File: src/rtl/ga_pkg.sv
// rtl/ga_pkg.sv - shared state encoding and population geometry for the GA generation controller
package ga_pkg;

  typedef enum logic [2:0] {
    IDLE,
    INIT,
    SEL,
    MUT,
    DONE
  } ga_state_e;

  localparam int PATH_W    = 150;
  localparam int POP_PATHS = 50;
  localparam int SEL_PATHS = 10;
  localparam int POP_W     = PATH_W * POP_PATHS;
  localparam int SEL_W     = PATH_W * SEL_PATHS;

  function automatic logic is_phase(input ga_state_e s);
    return (s == INIT) || (s == SEL) || (s == MUT);
  endfunction

endpackage

File: src/rtl/ga_gen_controller_if.sv
// rtl/ga_gen_controller_if.sv - run control, sub-block handshakes and status of the GA controller
interface ga_gen_controller_if #(
  parameter int SEED_W = 32,
  parameter int GEN_W  = 8
);
  logic              start;
  logic              abort;
  logic              init_done;
  logic              sel_done;
  logic              mut_done;
  logic              init_start;
  logic              sel_start;
  logic              mut_start;
  logic              pop_load_init;
  logic              pop_load_mut;
  logic [SEED_W-1:0] seed;
  logic [GEN_W-1:0]  gen_count;
  logic              busy;
  logic              done;
  logic              error;

  modport master (
    output start, abort, init_done, sel_done, mut_done,
    input  init_start, sel_start, mut_start, pop_load_init, pop_load_mut,
    input  seed, gen_count, busy, done, error
  );

  modport slave (
    input  start, abort, init_done, sel_done, mut_done,
    output init_start, sel_start, mut_start, pop_load_init, pop_load_mut,
    output seed, gen_count, busy, done, error
  );
endinterface

File: src/rtl/ga_phase_timer.sv
// rtl/ga_phase_timer.sv - per-phase cycle counter; flags the last allowed cycle of a phase
module ga_phase_timer #(
  parameter int TIMEOUT = 1024
) (
  input  logic clk,
  input  logic rst_n,
  input  logic run,
  input  logic restart,
  output logic expired
);
  localparam int CNT_W = $clog2(TIMEOUT + 1);

  logic [CNT_W-1:0] cnt_q;

  always_ff @(posedge clk or negedge rst_n) begin
    if (!rst_n) begin
      cnt_q <= '0;
    end else if (restart || !run) begin
      cnt_q <= '0;
    end else begin
      cnt_q <= cnt_q + CNT_W'(1);
    end
  end

  // cnt_q is 0 in the first cycle of a phase, so TIMEOUT-1 marks the TIMEOUT-th cycle
  assign expired = run && (cnt_q == CNT_W'(TIMEOUT - 1));

endmodule

File: src/rtl/ga_gen_controller.sv
// rtl/ga_gen_controller.sv - GA run sequencer INIT -> (SEL -> MUT) x N_GEN -> DONE; GA_TIMEOUT_EN adds phase timeout
module ga_gen_controller #(
  parameter int N_GEN   = 16,
  parameter int GEN_W   = 8,
  parameter int SEED_W  = 32,
  parameter int TIMEOUT = 1024
) (
  input  logic              clk,
  input  logic              rst_n,
  ga_gen_controller_if.slave bus
);
  import ga_pkg::*;

  ga_state_e         state_q, state_d;
  logic [GEN_W-1:0]  gen_q, gen_d, gen_inc;
  logic [SEED_W-1:0] seed_q;
  logic init_start_q, sel_start_q, mut_start_q, ld_init_q, ld_mut_q, busy_q, done_q;
  logic init_start_d, sel_start_d, mut_start_d, ld_init_d, ld_mut_d, busy_d, done_d;

`ifdef GA_TIMEOUT_EN
  logic expired;
  logic timeout_hit;
  logic err_q;
`endif

  always_comb begin
    state_d      = state_q;
    gen_d        = gen_q;
    gen_inc      = gen_q + GEN_W'(1);
    init_start_d = 1'b0;
    sel_start_d  = 1'b0;
    mut_start_d  = 1'b0;
    ld_init_d    = 1'b0;
    ld_mut_d     = 1'b0;
    case (state_q)
      IDLE, DONE: begin
        if (state_q == DONE && bus.abort) begin
          state_d = IDLE;
        end else if (bus.start) begin
          state_d      = INIT;
          gen_d        = '0;
          init_start_d = 1'b1;
        end
      end
      INIT: begin
        if (bus.abort) begin
          state_d = IDLE;
        end else if (bus.init_done) begin
          state_d     = SEL;
          ld_init_d   = 1'b1;
          sel_start_d = 1'b1;
        end
      end
      SEL: begin
        if (bus.abort) begin
          state_d = IDLE;
        end else if (bus.sel_done) begin
          state_d     = MUT;
          mut_start_d = 1'b1;
        end
      end
      MUT: begin
        if (bus.abort) begin
          state_d = IDLE;
        end else if (bus.mut_done) begin
          ld_mut_d = 1'b1;
          gen_d    = gen_inc;
          if (gen_inc == GEN_W'(N_GEN)) begin
            state_d = DONE;
          end else begin
            state_d     = SEL;
            sel_start_d = 1'b1;
          end
        end
      end
      default: state_d = IDLE;
    endcase
`ifdef GA_TIMEOUT_EN
    // a phase that is neither completing nor aborting on its last allowed cycle gives up
    timeout_hit = expired && (state_d == state_q);
    if (timeout_hit) begin
      state_d = IDLE;
    end
`endif
    busy_d = is_phase(state_d);
    done_d = (state_d == DONE);
  end

  always_ff @(posedge clk or negedge rst_n) begin
    if (!rst_n) begin
      state_q      <= IDLE;
      gen_q        <= '0;
      seed_q       <= '0;
      init_start_q <= 1'b0;
      sel_start_q  <= 1'b0;
      mut_start_q  <= 1'b0;
      ld_init_q    <= 1'b0;
      ld_mut_q     <= 1'b0;
      busy_q       <= 1'b0;
      done_q       <= 1'b0;
    end else begin
      state_q      <= state_d;
      gen_q        <= gen_d;
      seed_q       <= seed_q + SEED_W'(1);
      init_start_q <= init_start_d;
      sel_start_q  <= sel_start_d;
      mut_start_q  <= mut_start_d;
      ld_init_q    <= ld_init_d;
      ld_mut_q     <= ld_mut_d;
      busy_q       <= busy_d;
      done_q       <= done_d;
    end
  end

`ifdef GA_TIMEOUT_EN
  ga_phase_timer #(.TIMEOUT(TIMEOUT)) u_phase_timer (
    .clk     (clk),
    .rst_n   (rst_n),
    .run     (is_phase(state_q)),
    .restart (state_d != state_q),
    .expired (expired)
  );

  always_ff @(posedge clk or negedge rst_n) begin
    if (!rst_n) begin
      err_q <= 1'b0;
    end else if (init_start_d) begin
      err_q <= 1'b0;
    end else if (timeout_hit) begin
      err_q <= 1'b1;
    end
  end

  assign bus.error = err_q;
`else
  assign bus.error = 1'b0;
`endif

  assign bus.init_start    = init_start_q;
  assign bus.sel_start     = sel_start_q;
  assign bus.mut_start     = mut_start_q;
  assign bus.pop_load_init = ld_init_q;
  assign bus.pop_load_mut  = ld_mut_q;
  assign bus.seed          = seed_q;
  assign bus.gen_count     = gen_q;
  assign bus.busy          = busy_q;
  assign bus.done          = done_q;

endmodule

File: src/flat_wrapper.sv
// flat-port wrapper written by rule: the top's interface ports become plain ports
module ga_gen_controller_flat import ga_pkg::*;
#(
  parameter int N_GEN   = 16,
  parameter int GEN_W   = 8,
  parameter int SEED_W  = 32,
  parameter int TIMEOUT = 1024
)
  (clk, rst_n, bus_start, bus_abort, bus_init_done, bus_sel_done, bus_mut_done, bus_init_start, bus_sel_start, bus_mut_start, bus_pop_load_init, bus_pop_load_mut, bus_seed, bus_gen_count, bus_busy, bus_done, bus_error);
  ga_gen_controller_if #(.SEED_W(SEED_W), .GEN_W(GEN_W)) bus_i ();
  input  logic clk;
  input  logic rst_n;
  input wire logic [$bits(bus_i.start)-1:0] bus_start;
  input wire logic [$bits(bus_i.abort)-1:0] bus_abort;
  input wire logic [$bits(bus_i.init_done)-1:0] bus_init_done;
  input wire logic [$bits(bus_i.sel_done)-1:0] bus_sel_done;
  input wire logic [$bits(bus_i.mut_done)-1:0] bus_mut_done;
  output wire logic [$bits(bus_i.init_start)-1:0] bus_init_start;
  output wire logic [$bits(bus_i.sel_start)-1:0] bus_sel_start;
  output wire logic [$bits(bus_i.mut_start)-1:0] bus_mut_start;
  output wire logic [$bits(bus_i.pop_load_init)-1:0] bus_pop_load_init;
  output wire logic [$bits(bus_i.pop_load_mut)-1:0] bus_pop_load_mut;
  output wire logic [$bits(bus_i.seed)-1:0] bus_seed;
  output wire logic [$bits(bus_i.gen_count)-1:0] bus_gen_count;
  output wire logic [$bits(bus_i.busy)-1:0] bus_busy;
  output wire logic [$bits(bus_i.done)-1:0] bus_done;
  output wire logic [$bits(bus_i.error)-1:0] bus_error;
  assign bus_i.start = bus_start;
  assign bus_i.abort = bus_abort;
  assign bus_i.init_done = bus_init_done;
  assign bus_i.sel_done = bus_sel_done;
  assign bus_i.mut_done = bus_mut_done;
  assign bus_init_start = bus_i.init_start;
  assign bus_sel_start = bus_i.sel_start;
  assign bus_mut_start = bus_i.mut_start;
  assign bus_pop_load_init = bus_i.pop_load_init;
  assign bus_pop_load_mut = bus_i.pop_load_mut;
  assign bus_seed = bus_i.seed;
  assign bus_gen_count = bus_i.gen_count;
  assign bus_busy = bus_i.busy;
  assign bus_done = bus_i.done;
  assign bus_error = bus_i.error;
  ga_gen_controller #(.N_GEN(N_GEN), .GEN_W(GEN_W), .SEED_W(SEED_W), .TIMEOUT(TIMEOUT)) u_core (.clk(clk), .rst_n(rst_n), .bus(bus_i));
endmodule
File: config.mk
export PLATFORM = sky130hd
export DESIGN_NAME = ga_gen_controller_flat
export DESIGN_NICKNAME = d
export VERILOG_FILES = /design/src/rtl/ga_pkg.sv /design/src/rtl/ga_gen_controller_if.sv /design/src/rtl/ga_phase_timer.sv /design/src/rtl/ga_gen_controller.sv /design/src/flat_wrapper.sv
export SDC_FILE = /design/constraint.sdc
export NUM_CORES = 1
export LEC_CHECK = 0
export ABC_CLOCK_PERIOD_IN_PS = 5400
export CAP_MARGIN = 20
export CORE_MARGIN = 2
export CORE_UTILIZATION = 50
export CTS_CLUSTER_SIZE = 30
export DETAILED_ROUTE_END_ITERATION = 10
export GPL_TIMING_DRIVEN = 0
export PLACE_DENSITY = 0.8
export SYNTH_ARGS = -nofsm -noshare
export SYNTH_HDL_FRONTEND = slang
export SYNTH_SLANG_ARGS = --single-unit
File: constraint.sdc
create_clock -name clk -period 5.4 [get_ports clk]
set_input_delay 0.81 -clock clk [delete_from_list [all_inputs] [get_ports clk]]
set_output_delay 0.81 -clock clk [all_outputs]
set_load 0.01 [all_outputs]
**Word-level counts from Yosys, hierarchy flattened**

Index checks and enable logic that the tools add are counted.

- Flip-flop bits (word level): 50
- Latch bits: 0
- Bits in writable memories: 0
- Bits in read-only memories: 0
- Bits of input ports: 7
- Output and inout bits: 48
- Memories kept: 0

- Add/sub/neg operators: 2
- $mul: 0
- Divide/modulo/power cells: 0
- $lt $le $gt $ge: 0
- Equal/unequal tests: 13
- Shifts and indexed selects: 0
- Multiplexer cells: 31
- Bitwise logic cells: 0
- Reduce and logical (&&, ||, !) cells: 7

Operators by type and width:

| kind | number |
|---|---|
| adder 32 x 1 -> 32 bit, second input constant | 1 |
| 2-to-1 mux 8 bit | 4 |
| 2-to-1 mux 3 bit | 9 |
| case mux 8 bit (2 select lines) | 1 |
| 2-to-1 mux 1 bit | 15 |
| == test 3 x 2 -> 1 bit, second input constant | 4 |
| case mux 3 bit (4 select lines) | 1 |
| adder 8 x 1 -> 8 bit, second input constant | 1 |
| == test 8 x 5 -> 1 bit, second input constant | 1 |
| inequality test 2 bit, second input constant | 4 |
| == test 3 x 1 -> 1 bit, second input constant | 2 |
| == test 3 bit, second input constant | 2 |
| AND reduction 5 bit | 1 |
| zero test 3 bit | 1 |
| logical OR 1 bit | 2 |
| case mux 1 bit (2 select lines) | 1 |
| nonzero test 2 bit | 1 |
| OR reduction 2 bit | 1 |
| logical AND 1 bit | 1 |

**Longest topological paths before layout**

- Word-level depth: 9
- Gate-level depth with buffers: 7

**Worst setup path before layout**

No wires, ideal clock.

- Kind: input -> register
- Start: in bus_abort
- End: reg u_core.gen_q[2] (netlist: u_core.bus.gen_count[2])
- Setup time: 66 ps
- Arrival: 1999 ps
- Data required time: 5334 ps
- Setup slack: 3335 ps
- Cell stages on the path: 4
- Cell sequence: or3b_1 a2bb2oi_1 or4b_1 nand2_1

- Cells in the longest elaborated chain, start to end: 3
- Elaborated cells on any way between the ends: 4
- Classes of those cells: eq/ne: 2; reduce/logical: 2

Ends and longest elaborated chain:

| what | line | source |
|---|---|---|
| start, declared | flat_wrapper.sv:14 | `input wire logic [$bits(bus_i.abort)-1:0] bus_abort;` |
| logical AND 1 bit | ga_gen_controller.sv:37 | `if (state_q == DONE && bus.abort) begin` |
| inequality test 2 bit (no line) | n/a |  |
| AND reduction 5 bit (no line) * | n/a |  |
| end signal, assigned | ga_gen_controller.sv:103 | `gen_q <= gen_d;` |
| end, declared | ga_gen_controller.sv:15 | `logic [GEN_W-1:0] gen_q, gen_d, gen_inc;` |

Mark *: on every way between the ends. The rest lies on a longest branch, timed or not.
A chain may end at the register's enable or synchronous reset.

**Final worst setup path**

- Start: in bus_abort
- End: reg u_core.gen_q[3] (netlist: u_core.bus.gen_count[3])

Same word-level chain as after synthesis.

==> impl_metrics.ini <==
[run_status]
outcome = finished, final reports clean

[route]
routed_wl_mm = 4.58
viasPerCell = 5.42
postRouteAntennaNets = 0
drt-pass1-iter-count = 6
drt_iter0_markers = 89
routedWlPerCell_um = 14.1
num_vias = 1756
drc = 0

[floorplanning]
dieHeight_um = 71.8
start_util_pct = 52.5
num_rows = 24
die_x_um = 71.8
dieArea_mm2 = 0.00516
coreArea_mm2 = 0.00438
ios = 55

[timing]
max_freq_mhz = 409
slew_headroom_pct = 47.9
fin_tns_setup_ps = 0
rsz0062_at_grt = false
skew_ps = 7.14
slew_viol_final = 0
min_period_ps = 2450
hold_viol = 0
finalSetupViolCount = 0
max_slew.worst_pin.slew_ps = 778
finalCritPeriodShare_pct = 45.3

[setup_path]
critPathSlowestCell = clkdlybuf4s50_1
worst-setup-path-type = primary input to flip-flop
worstPathMaxFanout = 7
critPathLaunch = bus_abort
endpoint_kind = flip-flop
start_kind = primary input
cp.required_ps = 5620
path_cells = clkdlybuf4s50_1 > or3b_1 > or2_1 > clkbuf_1 > inv_1 > a21oi_1 > a21oi_1
cp_common_cell = a21oi_1
worstReg2RegStart = u_core.bus.seed[0]
max_stage_delay_ps = 480
arrival_ps = 2670

[layout]
drive_above_1_share_pct = 7.72
nets = 280
seqCellArea_mm2 = 0.00125
area_growth_syn_to_layout_pct = 31.2
utilization_pct = 68.8
mostFrequentLayoutCells = 52 x clkdlybuf4s50_1, 50 x dfrtp_1, 19 x nand2_1, 19 x xor2_1, 14 x xnor2_1
post-route-cell-area_mm2 = 0.00302
diodes = 0
multi_input_area_um2 = 967
fillCellCount = 370
layout_commonest_cell = clkdlybuf4s50_1

[clocking]
clk_path_buf_depth = 2
cts.repair.resized = 0
clk_pin_slew_ps = 90
cts_max_level = 2
holdBufCountCts = 0
cts_tree = yes
cts_setup_buffers = 0
clk_latency_ps = 300
cts_buffers = 5
root_buffer = clkbuf_8
cts_num_sinks = 50

[worst_hold_path]
hold_start = u_core.bus.seed[31]
hold_path.class = flip-flop to flip-flop

[place]
post_dp_cell_area_mm2 = 0.00291
gp_congestion = 0.777
hpwlAfterDp_mm = 3.37
place.port_buffers = 53

[global_route]
globalRouteOverflowTotal = 0
track_usage_pct = 19.3
grt_pass1_vias = 1640
grt_pass1_wl_mm = 7.89
grt_max_degree = 27
antenna_found_initial = 0

[pwr]
ir_drop_mv = 0.179
p_sw_share_pct = 22.3
power_frac_seq_pct = 54.8
pwr-share-clk_pct = 36.9
power_density_mw_per_mm2 = 233
power.leakage_nw = 1.36
p_switching_mw = 0.156
combPwrFrac_pct = 8.3
p_int_mw = 0.545

[synthesis]
syn_inst = 210
synthSimpleGateAreaFrac_pct = 22.5
ys_ff_latch = 50
synthMuxAreaShare_pct = 0
yosys_warnings = 0
yosys.area_share.adder_pct = 1.09
async_reset_ff_share_pct = 100
synth_compound_area_share_pct = 5.77
avgSynthCellArea_um2 = 11.0
synth_xor_area_share_pct = 12.6
synth_top_family_by_area = simple AND/OR/NAND/NOR gates
synthesis.area_mm2 = 0.00230
synth_cell_type_count = 42
ys_seq_area_share_pct = 54.4
synth_flop_cell = dfrtp_1
synth_edf_count = 0
synth_nets = 219

[job]
drv_cap = 0
==> through the flow <==
step	instances	setup slack, ps	hold slack, ps	total power [mW]
2_1_floorplan	210	3340	504	0.420
3_3_place_gp	315	2080	456	0.449
3_5_place_dp	316	2650	464	0.450
4_1_cts	324	2970	477	0.705
5_1_grt	324	2770	499	0.730
6_report	324	2950	472	0.702
==> state kept, by name, indices dropped and copies added, names as in the netlist <==
register and flops:
u_core.bus.busy 1, u_core.bus.done 1, u_core.bus.gen_count 8, u_core.bus.init_start 1
u_core.bus.mut_start 1, u_core.bus.pop_load_init 1, u_core.bus.pop_load_mut 1, u_core.bus.seed 32
u_core.bus.sel_start 1, u_core.state_q 3
==> synthesized netlist by cell type, types with 2 or more instances <==
cell	instances	area, µm²
nand3_1	12	60.1
buf_2	2	10.0
nor3b_1	2	15.0
nand4_1	5	31.3
clkbuf_1	3	11.3
dfrtp_1	50	1250
nand2_1	19	71.3
nor4_1	3	18.8
a32o_1	2	20.0
nor4_2	5	62.6
or3_1	4	25.0
nor2_1	12	45.0
inv_1	11	41.3
and3_1	2	12.5
ha_1	2	25.0
o21ai_0	7	35.0
xnor2_1	14	123
nand3b_1	2	15.0
xor2_1	19	166
nor3_1	6	30.0
a21oi_1	7	35.0
==> area by class of cell <==
type	instances	area share, %
tap	52	2.16
inverter	11	1.37
clock buffer	7	2.53
clock inverter	1	0.995
multi-input combinational	142	32.1
timing repair buffer	54	18.1
sequential	50	41.5
buffer	7	1.33
==> critical path: cells and delay by family <==
kind | cells | cell delay (ps)
buffers and inverters | 3 | 880
AND/OR/NAND/NOR | 2 | 690
AO/OA/AOI/OAI | 2 | 290
==> per-layer routing <==
layer / GRT usage, % / routed length (µm) / vias to the layer above / share of wire (%)
met5: 0 / 0 / - / 0
met4: 5.66 / 62 / 0 / 1.4
met3: 4.64 / 228 / 9 / 5.0
met2: 31.2 / 2200 / 48 / 48
met1: 26.2 / 2090 / 854 / 46
li1: - / - / 845 / -
==> path summary, 6_finish.rpt <==
path | endpoint | slack [ps] | cells past startpoint
max in group asynchronous | u_core.state_q[2] | 4370 | 2
min in group asynchronous | u_core.bus.seed[11] | 500 | 1
hold / removal | u_core.bus.seed[31] | 470 | 1
setup reg to reg | u_core.bus.seed[28] | 3370 | 6
setup / recovery | u_core.bus.gen_count[3] | 2950 | 7
hold reg to reg | u_core.bus.seed[31] | 470 | 1
==> power groups by stage <==
stage	Combinational, mW	Clock, mW	Sequential (mW)
5_1_grt	0.0662	0.278	0.386
6_report	0.0581	0.259	0.385
3_3_place_gp	0.0562	0	0.392
4_1_cts	0.0585	0.262	0.385
3_5_place_dp	0.0582	0	0.392
2_1_floorplan	0.0245	0	0.395
==> cells by family (layout without fill, tap and decap cells) <==
group	after synthesis	after routing
AO/OA/AOI/OAI	21	21
XOR/XNOR	33	33
adder cells (fa/ha/maj)	2	2
buffers and inverters	18	80
flip-flops	50	50
other	1	1
AND/OR/NAND/NOR	85	85
No activity file was read; power rests on OpenSTA's default activity.
